===== src/rtl/enc_pkg.sv =====
// rtl/enc_pkg.sv - shared sizing, reset constant and one-hot helpers for pending_prio_encoder
package enc_pkg;

    localparam int unsigned MAX_N = 1024;

    function automatic int unsigned idx_width(input int unsigned n);
        return (n < 2) ? 1 : $clog2(n);
    endfunction

    // Round-robin pointer starts at the top so the first search begins at index 0.
    function automatic int unsigned rr_ptr_reset(input int unsigned n);
        return n - 1;
    endfunction

    function automatic logic [MAX_N-1:0] onehot(input int unsigned idx);
        return MAX_N'(1) << idx;
    endfunction

endpackage


===== src/rtl/prio_enc.sv =====
// rtl/prio_enc.sv - combinational search of a request vector from a start index (RR_PRIORITY_EN selects round-robin)
module prio_enc
    import enc_pkg::*;
#(
    parameter int N = 8,
    parameter int W = idx_width(N)
) (
    input  logic [N-1:0] vec_i,
    input  logic [W-1:0] start_i,
    output logic [W-1:0] idx_o,
    output logic         any_o
);

`ifdef RR_PRIORITY_EN
    logic [N-1:0] rot;

    // Rotate so start_i lands at bit 0; the lowest set bit of rot is the winner.
    always_comb begin
        rot   = N'({vec_i, vec_i} >> start_i);
        idx_o = '0;
        for (int k = N - 1; k >= 0; k--) begin
            if (rot[k]) begin
                idx_o = W'((32'(start_i) + 32'(k)) % 32'(N));
            end
        end
    end
`else
    // Downward search from start_i: the highest set index not above start_i wins.
    always_comb begin
        idx_o = '0;
        for (int k = 0; k < N; k++) begin
            if (W'(k) <= start_i && vec_i[k]) begin
                idx_o = W'(k);
            end
        end
    end
`endif

    assign any_o = |vec_i;

endmodule


===== src/rtl/pending_prio_encoder.sv =====
// rtl/pending_prio_encoder.sv - pending-request priority encoder with handshake; RR_PRIORITY_EN enables round-robin
module pending_prio_encoder
    import enc_pkg::*;
#(
    parameter  int N = 8,
    localparam int W = idx_width(N)
) (
    input  logic         CLK,
    input  logic         RST,
    input  logic         EN,
    input  logic [N-1:0] D,
    output logic [W-1:0] Q,
    output logic         VALID,
    input  logic         READY,
    output logic [N-1:0] PEND
);

    logic [N-1:0] p_q, p_d;
    logic [N-1:0] take;
    logic [W-1:0] q_q, q_d;
    logic         valid_q, valid_d;
    logic [W-1:0] start;
    logic [W-1:0] sel_idx;
    logic         sel_any;
    logic         ld;

`ifdef RR_PRIORITY_EN
    logic [W-1:0] ptr_q, ptr_d;

    assign start = (ptr_q == W'(N - 1)) ? '0 : ptr_q + W'(1);
`else
    assign start = W'(N - 1);
`endif

    prio_enc #(
        .N(N),
        .W(W)
    ) u_prio_enc (
        .vec_i  (p_q),
        .start_i(start),
        .idx_o  (sel_idx),
        .any_o  (sel_any)
    );

    assign ld = EN & (~valid_q | READY);

    always_comb begin
        p_d     = p_q;
        q_d     = q_q;
        valid_d = valid_q;
        take    = '0;
`ifdef RR_PRIORITY_EN
        ptr_d   = ptr_q;
`endif
        if (ld) begin
            if (sel_any) begin
                q_d     = sel_idx;
                valid_d = 1'b1;
                take    = N'(onehot(32'(sel_idx)));
`ifdef RR_PRIORITY_EN
                ptr_d   = sel_idx;
`endif
            end else begin
                valid_d = 1'b0;
            end
        end else if (!EN && valid_q && READY) begin
            // Disabled: let the outstanding transfer finish but start nothing new.
            valid_d = 1'b0;
        end
        // OR-ing D last makes a fresh request win over the bit being served.
        if (EN) begin
            p_d = (p_q & ~take) | D;
        end
    end

    always_ff @(posedge CLK or posedge RST) begin
        if (RST) begin
            p_q     <= '0;
            q_q     <= '0;
            valid_q <= 1'b0;
`ifdef RR_PRIORITY_EN
            ptr_q   <= W'(rr_ptr_reset(N));
`endif
        end else begin
            p_q     <= p_d;
            q_q     <= q_d;
            valid_q <= valid_d;
`ifdef RR_PRIORITY_EN
            ptr_q   <= ptr_d;
`endif
        end
    end

    assign Q     = q_q;
    assign VALID = valid_q;
    assign PEND  = p_q;

endmodule


===== config.mk =====
export PLATFORM = sky130hd
export DESIGN_NAME = pending_prio_encoder
export DESIGN_NICKNAME = d
export VERILOG_FILES = /design/src/rtl/enc_pkg.sv /design/src/rtl/prio_enc.sv /design/src/rtl/pending_prio_encoder.sv
export SDC_FILE = /design/constraint.sdc
export NUM_CORES = 1
export LEC_CHECK = 0
export ABC_CLOCK_PERIOD_IN_PS = 2500
export BUFFER_PORTS_ARGS = -buffer_cell sky130_fd_sc_hd__buf_4
export CORE_MARGIN = 8
export CORE_UTILIZATION = 30
export DETAILED_ROUTE_END_ITERATION = 8
export PLACE_DENSITY = 0.57
export SYNTH_ARGS = -nofsm -noshare
export SYNTH_HDL_FRONTEND = slang
export SYNTH_HIERARCHICAL = 1
export SYNTH_SLANG_ARGS = --single-unit

===== constraint.sdc =====
create_clock -name CLK -period 2.5 [get_ports CLK]
set_input_delay 0.25 -clock CLK [delete_from_list [all_inputs] [get_ports CLK]]
set_output_delay 0.25 -clock CLK [all_outputs]
set_load 0.02 [all_outputs]

# Word-level counts from Yosys, hierarchy flattened
# Cells that the tools add are included.
word_totals:
  wordCells: 28
  mem_bits_ro: 0
  ram_bits: 0
  n_memories: 0
  ff_bits: 12
  input_bits: 12
  latchBits: 0
op_classes:
  n_eq_ne: 0
  n_div: 0
  n_mux: 12
  mul: 0
  reduce_logical: 6
  bitwise_logic: 6
  addsub: 0
  n_lt_le_gt_ge: 0
  n_shift: 1
op_table:
  columns: ["op", "count"]
  rows:
  - ["$mux 8", 2]
  - ["$mux 3", 4]
  - ["$and 8x8->8", 1]
  - ["$not 8->8", 1]
  - ["$or 8x8->8", 1]
  - ["$reduce_or 8->1", 1]
  - ["$shl 1x3->8 const A", 1]
  - ["$mux 1", 4]
  - ["$mux 2", 2]
  - ["$logic_and 1x1->1", 2]
  - ["$reduce_and 2->1", 1]
  - ["$reduce_bool 2->1", 1]
  - ["$and 1x1->1", 1]
  - ["$logic_not 1->1", 1]
  - ["$not 1->1", 1]
  - ["$or 1x1->1", 1]

# Longest topological paths before layout
# Gate-level depths: netlist of the first run.
depth:
  ltp_word: 13
  depth_mapped: 8

# Cells and area by module
# Netlist of the first run, hierarchy kept.
modules_own_cells:
  columns: ["module", "area_per_inst_um2", "instances", "seq_area_each_um2", "cells_per_inst"]
  rows:
  - ["pending_prio_encoder", 608.1, 1, 300.3, 52]
  - ["prio_enc", 187.7, 1, 0.0, 26]

# Worst setup path after synthesis of the first run
# OpenSTA, ideal clock, no wires.
synth_path:
  path_kind: "reg2reg"
  start: "register p_q[4] (netlist: PEND[4])"
  end: "register p_q[3] (netlist: PEND[3])"
  arrival_time_ns: 1.560
  setup_slack_ns: 0.815
  setup_ns: 0.125
  period_less_slack_ns: 1.685
  stages_incl_launch_ff: 8
  cell_sequence: "dfrtp_1 -> nand3b_1 -> o211a_1 -> nand3_1 -> o221a_1 -> nand2_1 -> o41ai_2 -> nand2_1"
synth_via:
  elab_chain_len: 10
  elab_cells_between_ends: 11
  classes_between: "shift: 1; mux: 6; bitwise: 3; reduce/logical: 1"
synth_rtl:
  columns: ["item", "line", "source"]
  rows:
  - ["start: declaration", "pending_prio_encoder.sv:18", "logic [N-1:0] p_q, p_d;"]
  - ["start signal: assignment", "pending_prio_encoder.sv:85", "p_q <= p_d;"]
  - ["$mux 3 (4 in series)", "prio_enc.sv:32", "if (W'(k) <= start_i && vec_i[k]) begin"]
  - ["named net sel_idx[0]", "pending_prio_encoder.sv:23", "logic [W-1:0] sel_idx;"]
  - ["$shl 1x3->8", "enc_pkg.sv:16", "return MAX_N'(1) << idx;"]
  - ["$mux 8", "pending_prio_encoder.sv:56", "if (sel_any) begin"]
  - ["$mux 8", "pending_prio_encoder.sv:55", "if (ld) begin"]
  - ["$not 8->8", "pending_prio_encoder.sv:72", "p_d = (p_q & ~take) | D;"]
  - ["$and 8x8->8", "pending_prio_encoder.sv:72", null]
  - ["$or 8x8->8", "pending_prio_encoder.sv:72", null]
# The timed path passes the listed nets, and every way through them passes these cells.
# A chain may end at the register's enable or synchronous reset.

# Final worst setup path of the first run
# Ends and elaborated chain as after synthesis.

==> results of run 1 <==
-- cell usage after synthesis (all sizes together) --
cell and n:
nor2b 2, o41ai 4, nand2 12, nor4 2
a22oi 6, buf 3, and3 2, mux2 3
nand3 3, conb 1, a31oi 1, o221a 1
and2b 1, o211a 1, o21a 2, inv 5
mux2i 1, dfrtp 12, o21ai 7, nor2 1
nor4b 2, nand2b 2, nand3b 1, nand4bb 1
a21o 1, o221ai 1
-- cell type report --
class,count,share of cell area
Timing Repair Buffer,24,0.170
Clock buffer,4,0.0338
Tap cell,30,0.0349
Inverter,5,0.0175
Sequential cell,12,0.279
Multi-Input combinational cell,72,0.464
-- flip-flops by register name (all words and copies together) (netlist names) --
register  cells
PEND          8
Q             3
VALID         1
-- cell families after synthesis --
| logic type | share of synthesized area |
|---|---|
| compound gates | 0.247 |
| buf+inv | 0.0613 |
| flops | 0.377 |
| mux | 0.0692 |
| other cells | 0.00471 |
| simple gates | 0.241 |
-- power by group --
part	leakage [nW]	switching [mW]	internal, mW
clock network	0.0210	0.0711	0.0889
logic	0.380	0.0739	0.0682
registers	0.117	0.0138	0.208
total	0.518	0.159	0.366
-- worst min path at each step --
stage                                endpoint  from  cells after the start
after CTS                 PEND[7]$_DFFE_PP0P_  D[7]                      3
after floorplan           PEND[0]$_DFFE_PP0P_   RST                      1
after global placement      VALID$_DFFE_PP0P_   RST                      2
after global routing      PEND[3]$_DFFE_PP0P_  D[3]                      3
after detailed placement    VALID$_DFFE_PP0P_   RST                      2
final                     PEND[7]$_DFFE_PP0P_  D[7]                      3
-- layer usage --
metal | track usage | part of all wire | up-vias
met5 | 0 | 0 | -
met4 | 0.0783 | 0.027 | 0
met3 | 0.0281 | 0.058 | 5
met2 | 0.150 | 0.45 | 23
met1 | 0.135 | 0.47 | 335
li1 | - | - | 358
-- cell usage in the layout (no fill, tap or decap), drive strengths merged --
master       count
a31oi            1
nand2           12
nand3b           1
dfrtp           12
a22oi            6
nor2b            2
dlygate4sd3      1
mux2             3
o21ai            7
nor2             1
nor4             2
o221a            1
nand2b           2
inv              5
conb            15
clkbuf           4
a21o             1
nand3            3
o21a             2
and3             2
nand4bb          1
buf             23
nor4b            2
o221ai           1
and2b            1
o41ai            4
o211a            1
mux2i            1
-- repair_timing --
item                      CTS  global route
hold endpoints to repair   12             0
hold buffers                1             0
buffers inserted            0             0
-- worst min-delay path, stage by stage --
cell and delay, ns:
buf_4 0.08, nand2_1 0.04, nand2_1 0.04
==> impl_metrics.json, run 1 <==
{
  "cp_common_cell": "nand2_1",
  "cp_slowest_stage_delay_ns": 0.45,
  "dp_hpwl_mm": 1.60,
  "clk_latency_ns": 0.29,
  "fin_util": 0.430,
  "min_period_ns": 1.82,
  "pre_cts_slack_ns": 0.724,
  "cts_resized": 0,
  "worstSetupPathType": "flop to flop",
  "cts_sinks": 12,
  "core_um2": 2500,
  "setup_viol": 0,
  "synth_cell_types": 33,
  "regToRegEndpoint": "PEND[3]$_DFFE_PP0P_",
  "antenna_found_initial": 0,
  "p_total_mw": 0.524,
  "final-hold-violation-count": 0,
  "routed_wl_mm": 2.09,
  "die_x_um": 67.5,
  "synth.area.top_cells": "dfrtp_1 (38%), a22oi_1 (5.7%), mux2_4 (5.7%), nand2_1 (4.7%), o41ai_2 (4.1%)",
  "ys_warn_count": 6,
  "netlist_area_um2": 796,
  "design_area_um2": 1070,
  "port_buffers": 23,
  "drc": 0,
  "cp-startpoint": "PEND[4]$_DFFE_PP0P_",
  "yosysSeqAreaShare": 0.377,
  "ios": 24,
  "setup_tns_ns": 0,
  "synth_top_cell_by_area": "dfrtp_1",
  "die_h_um": 67.5,
  "grt_pass1_vias": 771,
  "drt_iter0_markers": 15,
  "cts_htree_levels": 1,
  "routabilityCongestion": 0.862,
  "crit_cells": 7,
  "wl_per_cell_um": 14.2,
  "rrSetupSlack_ns": 0.68,
  "syn_avg_cell_area_um2": 10.2,
  "drv_cap": 0,
  "peakVddDrop_mv": 0.315,
  "netlist_instances": 78,
  "p_per_area_nw_per_um2": 488,
  "crit_buf_inv": 0,
  "nNetsFinal": 130,
  "drive_above_1_share": 0.350,
  "grt_use_total": 0.106,
  "ys_seq_elements": 12,
  "clk_pin_slew_ns": 0.07,
  "skew_ns": 0.00706,
  "hold_path_class": "input pin to flop",
  "grt_max_degree": 13,
  "areaGrowthSynthToFinish_pct": 35.1,
  "grt-ovfl-total": 0,
  "finalCritPeriodShare": 0.727,
  "crit_path_end_kind": "flop",
  "ff_latch_area_um2": 300,
  "holdWs_ns": 0.163,
  "drt_pass1_iterations": 4,
  "cts_buffer_depth": 2,
  "reg2reg_from": "PEND[4]$_DFFE_PP0P_",
  "drv_slew": 0,
  "critPathRequiredTime_ns": 2.67,
  "cts_root_buf": "clkbuf_4",
  "ant_nets": 0,
  "cts_tree": "yes",
  "rsz0062_at_grt": "no",
  "arrival_ns": 1.99,
  "p_leak_nw": 0.518,
  "nFillCells": 263,
  "ff2ff_path_depth": 7,
  "vias": 721,
  "place_area_um2": 1030,
  "cp_max_fo": 7,
  "crit_end": "PEND[3]$_DFFE_PP0P_",
  "crit_chain": "nand3b_1 > o211a_1 > nand3_1 > o221a_1 > nand2_1 > o41ai_2 > nand2_1",
  "grt_pass1_wl_mm": 3.63,
  "multi_input_comb_area_um2": 499,
  "slowest_stage": "dfrtp_1",
  "status": "complete, no violations",
  "via_per_inst": 4.90,
  "cts_inserted_buffers": 3,
  "fin_cells": 147,
  "cp-start-kind": "flop",
  "diodes": 0,
  "rows": 18,
  "initial_utilization": 0.318,
  "dieArea_um2": 4560,
  "timing.fmax_mhz": 550,
  "yosys.area.top_type_share": 0.377,
  "setup_slack_ns": 0.682,
  "cpLargestDelayFamily": "compound AO/OA/AOI/OAI gates",
  "dp_cells": 142
}
No activity file was read; power rests on OpenSTA's default activity.
==> inputs of run 2 (changes only) <==
--- a/config.mk
+++ b/config.mk
@@ -5,12 +5,12 @@
 export SDC_FILE = /design/constraint.sdc
 export NUM_CORES = 1
 export LEC_CHECK = 0
-export ABC_CLOCK_PERIOD_IN_PS = 2500
+export ABC_CLOCK_PERIOD_IN_PS = 1500
 export BUFFER_PORTS_ARGS = -buffer_cell sky130_fd_sc_hd__buf_4
 export CORE_MARGIN = 8
 export CORE_UTILIZATION = 30
 export DETAILED_ROUTE_END_ITERATION = 8
-export PLACE_DENSITY = 0.57
+export PLACE_DENSITY = 0.59
 export SYNTH_ARGS = -nofsm -noshare
 export SYNTH_HDL_FRONTEND = slang
 export SYNTH_HIERARCHICAL = 1
==> constraint.sdc (replaced) <==
create_clock -name CLK -period 1.5 [get_ports CLK]
set_input_delay 0.15 -clock CLK [delete_from_list [all_inputs] [get_ports CLK]]
set_output_delay 0.15 -clock CLK [all_outputs]
set_load 0.02 [all_outputs]
==> impl_metrics.json, run 2 (same netlist as run 1, synthesis figures left out) <==
{
  "status": "finished with violations",
  "violations": "setup timing",
  "cts_root_buf": "clkbuf_4",
  "place_area_um2": 1160,
  "drt_pass1_iterations": 4,
  "ff2ff_path_depth": 6,
  "p_per_area_nw_per_um2": 712,
  "vias": 814,
  "grt_max_degree": 13,
  "skew_ns": 0.00827,
  "hold_depth": 3,
  "p_leak_nw": 0.660,
  "design_area_um2": 1370,
  "clk_pin_slew_ns": 0.08,
  "ios": 24,
  "regToRegEndpoint": "Q[0]$_DFFE_PP0P_",
  "crit_path_end_kind": "flop",
  "peakVddDrop_mv": 0.590,
  "finalCritPeriodShare": 1.04,
  "die_h_um": 67.5,
  "cts_htree_levels": 1,
  "dp_hpwl_mm": 1.73,
  "drv_slew": 0,
  "drive_above_1_share": 0.593,
  "critPathRequiredTime_ns": 1.69,
  "setup_viol": 9,
  "grt_use_total": 0.117,
  "largest_reg_flops": 8,
  "routed_wl_mm": 2.43,
  "die_x_um": 67.5,
  "p_total_mw": 0.975,
  "cts_tree": "yes",
  "drt_iter0_markers": 17,
  "cts_sinks": 12,
  "final-hold-violation-count": 0,
  "min_period_ns": 1.57,
  "cts_inserted_buffers": 3,
  "rrSetupSlack_ns": -0.07,
  "cp_max_fo": 4,
  "grt-ovfl-total": 0,
  "ant_nets": 0,
  "initial_utilization": 0.318,
  "rows": 18,
  "diodes": 0,
  "fin_cells": 170,
  "min_from": "D[3]",
  "cp-startpoint": "PEND[4]$_DFFE_PP0P_",
  "min_to": "PEND[3]$_DFFE_PP0P_",
  "dp_cells": 155,
  "drv_cap": 0,
  "grt_pass1_wl_mm": 4.08,
  "final_common_cell": "buf_4",
  "via_per_inst": 4.79,
  "worstSetupPathType": "flop to flop",
  "core_um2": 2500,
  "layout_common_cells": "buf_4 (45), conb_1 (15), nand2_1 (8)",
  "cp-start-kind": "flop",
  "cts_buffer_depth": 2,
  "setup_slack_ns": -0.0674,
  "reg2reg_from": "PEND[4]$_DFFE_PP0P_",
  "arrival_ns": 1.75,
  "drc": 0,
  "rsz0062_at_grt": "yes",
  "hold_path_class": "input pin to flop",
  "routabilityCongestion": 0.870,
  "clk_latency_ns": 0.29,
  "timing.fmax_mhz": 638,
  "dieArea_um2": 4560,
  "pre_cts_slack_ns": -0.107,
  "areaGrowthSynthToFinish_pct": 72.0,
  "antenna_found_initial": 0,
  "grt_pass1_vias": 909,
  "port_buffers": 23,
  "nNetsFinal": 153,
  "wl_per_cell_um": 14.3
}
[run 2: changes by cell type in the layout (fill, tap and decap cells not counted), sizes merged]
cell	before	now
buf	23	46
[run 2: worst max-delay path, stage by stage (launching register included)]
cell and delay (ns):
dfrtp_2 0.42, buf_4 0.14, nor4_2 0.29, nand2_1 0.14, nand2_4 0.12, nor2_4 0.06, mux2_4 0.30
[run 2: area by class of cell]
type                            instances  area, um2
Clock buffer                            4       36.3
Fill cell                             225       1130
Inverter                                5       18.8
Multi-Input combinational cell         72        609
Sequential cell                        12        308
Tap cell                               30       37.5
Timing Repair Buffer                   47        359
[run 2: repair_timing]
| item | 4_1_cts | 5_1_grt |
|---|---|---|
| gates cloned | 0 | 0 |
| endpoints found under the hold margin | 12 | 0 |
| resized for setup | 12 | 7 |
| setup endpoints to repair | 11 | 11 |
| hold buffers | 1 | 0 |
| pin swaps | 8 | 4 |
| setup buffers | 9 | 1 |
[run 2: where the power goes]
group	switching, mW	total (mW)	leakage, nW	internal [mW]
clock network	0.124	0.272	0.0210	0.148
registers	0.0216	0.370	0.115	0.349
logic	0.156	0.333	0.525	0.177
[run 2: through the flow]
step | utilization | hold WS (ns) | TNS, ns
6_report | 0.548 | 0.0604 | -0.334
5_1_grt | 0.548 | 0.0617 | -1.04
4_1_cts | 0.530 | 0.0693 | -0.212
3_5_place_dp | 0.464 | 0.197 | -0.865
3_3_place_gp | 0.464 | 0.194 | -0.856
2_1_floorplan | - | 0.0144 | -0.0204
[run 2: how the worst max path moves through the flow]
stage                                to  slack (ns)
finish                 Q[0]$_DFFE_PP0P_       -0.07
floorplan           PEND[4]$_DFFE_PP0P_       -0.01
detailed placement  PEND[4]$_DFFE_PP0P_       -0.11
CTS                 PEND[7]$_DFFE_PP0P_       -0.04
global route        PEND[3]$_DFFE_PP0P_       -0.13
global placement    PEND[4]$_DFFE_PP0P_       -0.11
[run 2: routing by layer]
metal  vias to the layer above  global-route usage  wire, um
li1                        401                   -         -
met1                       383               0.128      1040
met2                        21               0.196      1140
met3                         9              0.0397       151
met4                         0              0.0627        97
met5                         -                   0         0
==> inputs of run 3 (changes only) <==
--- a/config.mk
+++ b/config.mk
@@ -5,12 +5,13 @@
 export SDC_FILE = /design/constraint.sdc
 export NUM_CORES = 1
 export LEC_CHECK = 0
+export ABC_AREA = 1
 export ABC_CLOCK_PERIOD_IN_PS = 1500
 export BUFFER_PORTS_ARGS = -buffer_cell sky130_fd_sc_hd__buf_4
 export CORE_MARGIN = 8
 export CORE_UTILIZATION = 30
 export DETAILED_ROUTE_END_ITERATION = 8
-export PLACE_DENSITY = 0.59
+export PLACE_DENSITY = 0.6
 export SYNTH_ARGS = -nofsm -noshare
 export SYNTH_HDL_FRONTEND = slang
 export SYNTH_HIERARCHICAL = 1
==> impl_metrics.json, run 3 <==
{
  "cp_max_fo": 4,
  "cts_tree": "yes",
  "grt_use_total": 0.0939,
  "cts_buffer_depth": 2,
  "wl_per_cell_um": 10.9,
  "clk_pin_slew_ns": 0.08,
  "synth_cell_types": 19,
  "hold_depth": 3,
  "synth_top_cell_by_area": "dfrtp_1",
  "setup_viol": 0,
  "cp-start-kind": "flop",
  "min_to": "PEND[4]$_DFFE_PP0P_",
  "critPathRequiredTime_ns": 1.67,
  "syn_avg_cell_area_um2": 6.81,
  "rows": 17,
  "setup_slack_ns": 0.0788,
  "ios": 24,
  "drt_iter0_markers": 30,
  "synth.area.top_cells": "dfrtp_1 (42%), nand2_1 (30%), nor2_1 (4.7%), inv_1 (3.6%), nand3_4 (2.4%)",
  "status": "complete, no violations",
  "initial_utilization": 0.320,
  "areaGrowthSynthToFinish_pct": 49.0,
  "die_x_um": 65.1,
  "diodes": 0,
  "grt_max_degree": 13,
  "crit_path_end_kind": "flop",
  "drv_cap": 0,
  "largest_reg_flops": 8,
  "clk_latency_ns": 0.27,
  "final-hold-violation-count": 0,
  "worstSetupPathType": "flop to flop",
  "ff2ff_path_depth": 10,
  "die_h_um": 65.1,
  "setup_tns_ns": 0,
  "cts_root_buf": "clkbuf_4",
  "peakVddDrop_mv": 0.444,
  "ys_warn_count": 6,
  "nFillCells": 254,
  "drv_slew": 0,
  "p_int_mw": 0.644,
  "finalCritPeriodShare": 0.947,
  "p_comb_frac": 0.335,
  "timing.fmax_mhz": 704,
  "yosysMostFrequentCell": "nand2_1",
  "grt_pass1_vias": 757,
  "routed_wl_mm": 1.97,
  "netlist_top_cells_count": "nand2_1 (58), dfrtp_1 (12), nor2_1 (9), inv_1 (7), o21ai_0 (3)",
  "dp_hpwl_mm": 1.53,
  "pwr-share-clk": 0.264,
  "ant_nets": 0,
  "cts_inserted_buffers": 3,
  "layout_common_cells": "nand2_1 (56), buf_4 (29), conb_1 (14), dfrtp_1 (12), nor2_1 (8)",
  "cts_sinks": 12,
  "yosysSeqAreaShare": 0.416,
  "synth_top_flop_cell": "dfrtp_1",
  "core_um2": 2250,
  "synth_edf_count": 0,
  "via_per_inst": 4.19,
  "skew_ns": 0.00345,
  "ys_seq_elements": 12,
  "p_per_area_nw_per_um2": 910,
  "slowest_stage": "dfrtp_1",
  "p_leak_nw": 0.571,
  "netlist_instances": 106,
  "dp_cells": 172,
  "vias": 754,
  "nNetsFinal": 165,
  "pre_cts_slack_ns": 0.0435,
  "yosys.area.top_type_share": 0.416,
  "port_buffers": 23,
  "drt_pass1_iterations": 4,
  "drive_above_1_share": 0.322,
  "arrival_ns": 1.59,
  "antenna_found_initial": 0,
  "synth-async-reset-ratio": 1.00,
  "regToRegEndpoint": "PEND[1]$_DFFE_PP0P_",
  "cts_htree_levels": 1,
  "routabilityCongestion": 0.809,
  "rrSetupSlack_ns": 0.08,
  "drc": 0,
  "final_common_cell": "nand2_1",
  "reg2reg_from": "PEND[7]$_DFFE_PP0P_",
  "cp_slowest_stage_delay_ns": 0.42,
  "crit_chain": "inv_1 > nor3_2 > a31oi_1 > nand2_1 > inv_2 > nand2_1 > nor2_1 > nand2_1 > nand2_1 > nand2_1",
  "power.switching_mw": 0.335,
  "p_sw_frac": 0.342,
  "dieArea_um2": 4230,
  "hold_path_class": "input pin to flop",
  "pwr-share-seq": 0.401,
  "grt_pass1_wl_mm": 3.21,
  "grt-ovfl-total": 0,
  "fin_cells": 180,
  "rsz0062_at_grt": "yes",
  "netlist_area_um2": 722,
  "min_from": "D[4]",
  "min_period_ns": 1.42,
  "cp_common_cell": "nand2_1"
}
-- run 3: changes by cell type after synthesis, sizes merged, moves of 4 or more --
cell   delta
nand2    +48
a22oi     -6
inv       +4
o41ai     -4
nor2      +9
-- run 3: power groups by stage --
stage,logic (mW),registers [mW],clock network (mW)
after floorplan,0.134,0.438,0
after global placement,0.299,0.396,0
after detailed placement,0.301,0.397,0
after CTS,0.304,0.391,0.264
after global routing,0.362,0.398,0.282
final,0.328,0.392,0.259
-- run 3: how the worst max path moves through the flow --
stage	slack, ns	from	end
finish	0.08	PEND[7]$_DFFE_PP0P_	PEND[1]$_DFFE_PP0P_
global route	-0.03	PEND[7]$_DFFE_PP0P_	PEND[1]$_DFFE_PP0P_
CTS	0.04	PEND[7]$_DFFE_PP0P_	PEND[1]$_DFFE_PP0P_
detailed placement	0.04	PEND[7]$_DFFE_PP0P_	PEND[2]$_DFFE_PP0P_
global placement	0.06	PEND[7]$_DFFE_PP0P_	PEND[1]$_DFFE_PP0P_
floorplan	0.11	PEND[7]$_DFFE_PP0P_	PEND[1]$_DFFE_PP0P_
-- run 3: metal layers --
metal / vias up / wire length, um / global-route usage
li1: 403 / - / -
met1: 326 / 907 / 0.115
met2: 21 / 899 / 0.143
met3: 4 / 130 / 0.0412
met4: 0 / 27 / 0.0327
met5: - / 0 / 0
-- run 3: critical path, delay by kind of cell, from the launching register on --
family,cells,cell delay (ns)
flops,1,0.42
buf+inv,2,0.17
compound gates,1,0.19
simple gates,7,0.53
-- run 3: kinds of logic after synthesis --
| family | synth area share |
|---|---|
| DFF | 0.416 |
| buffers and inverters | 0.0624 |
| and+or+nand+nor | 0.451 |
| AOI/OAI and AO/OA | 0.0659 |
| other | 0.00519 |
-- run 3: layout make-up --
| class | instances | area [um2] | area share |
|---|---|---|---|
| multi-input cells | 97 | 443 | 0.412 |
| flip-flops and latches | 12 | 300 | 0.279 |
| repair buffers | 30 | 228 | 0.212 |
| clock buffers | 4 | 36.3 | 0.0337 |
| well taps | 28 | 35.0 | 0.0326 |
| inverters | 9 | 33.8 | 0.0314 |
-- run 3: what timing repair did --
action                                 in CTS  in global routing
buffers inserted                            0                  3
gates resized for setup                     0                  8
setup endpoints to repair                   0                  8
hold buffers                                1                  0
endpoints found under the hold margin      12                  0
-- run 3: stage by stage --
step                utilization  hold slack, ns  area, um2  power (mW)
global route              0.477          0.0693       1080        1.04
floorplan                     -          0.0147        771       0.572
finish                    0.477          0.0715       1080       0.979
detailed placement        0.439           0.202        990       0.698
CTS                       0.459          0.0684       1040       0.959
global placement          0.439           0.195        990       0.695
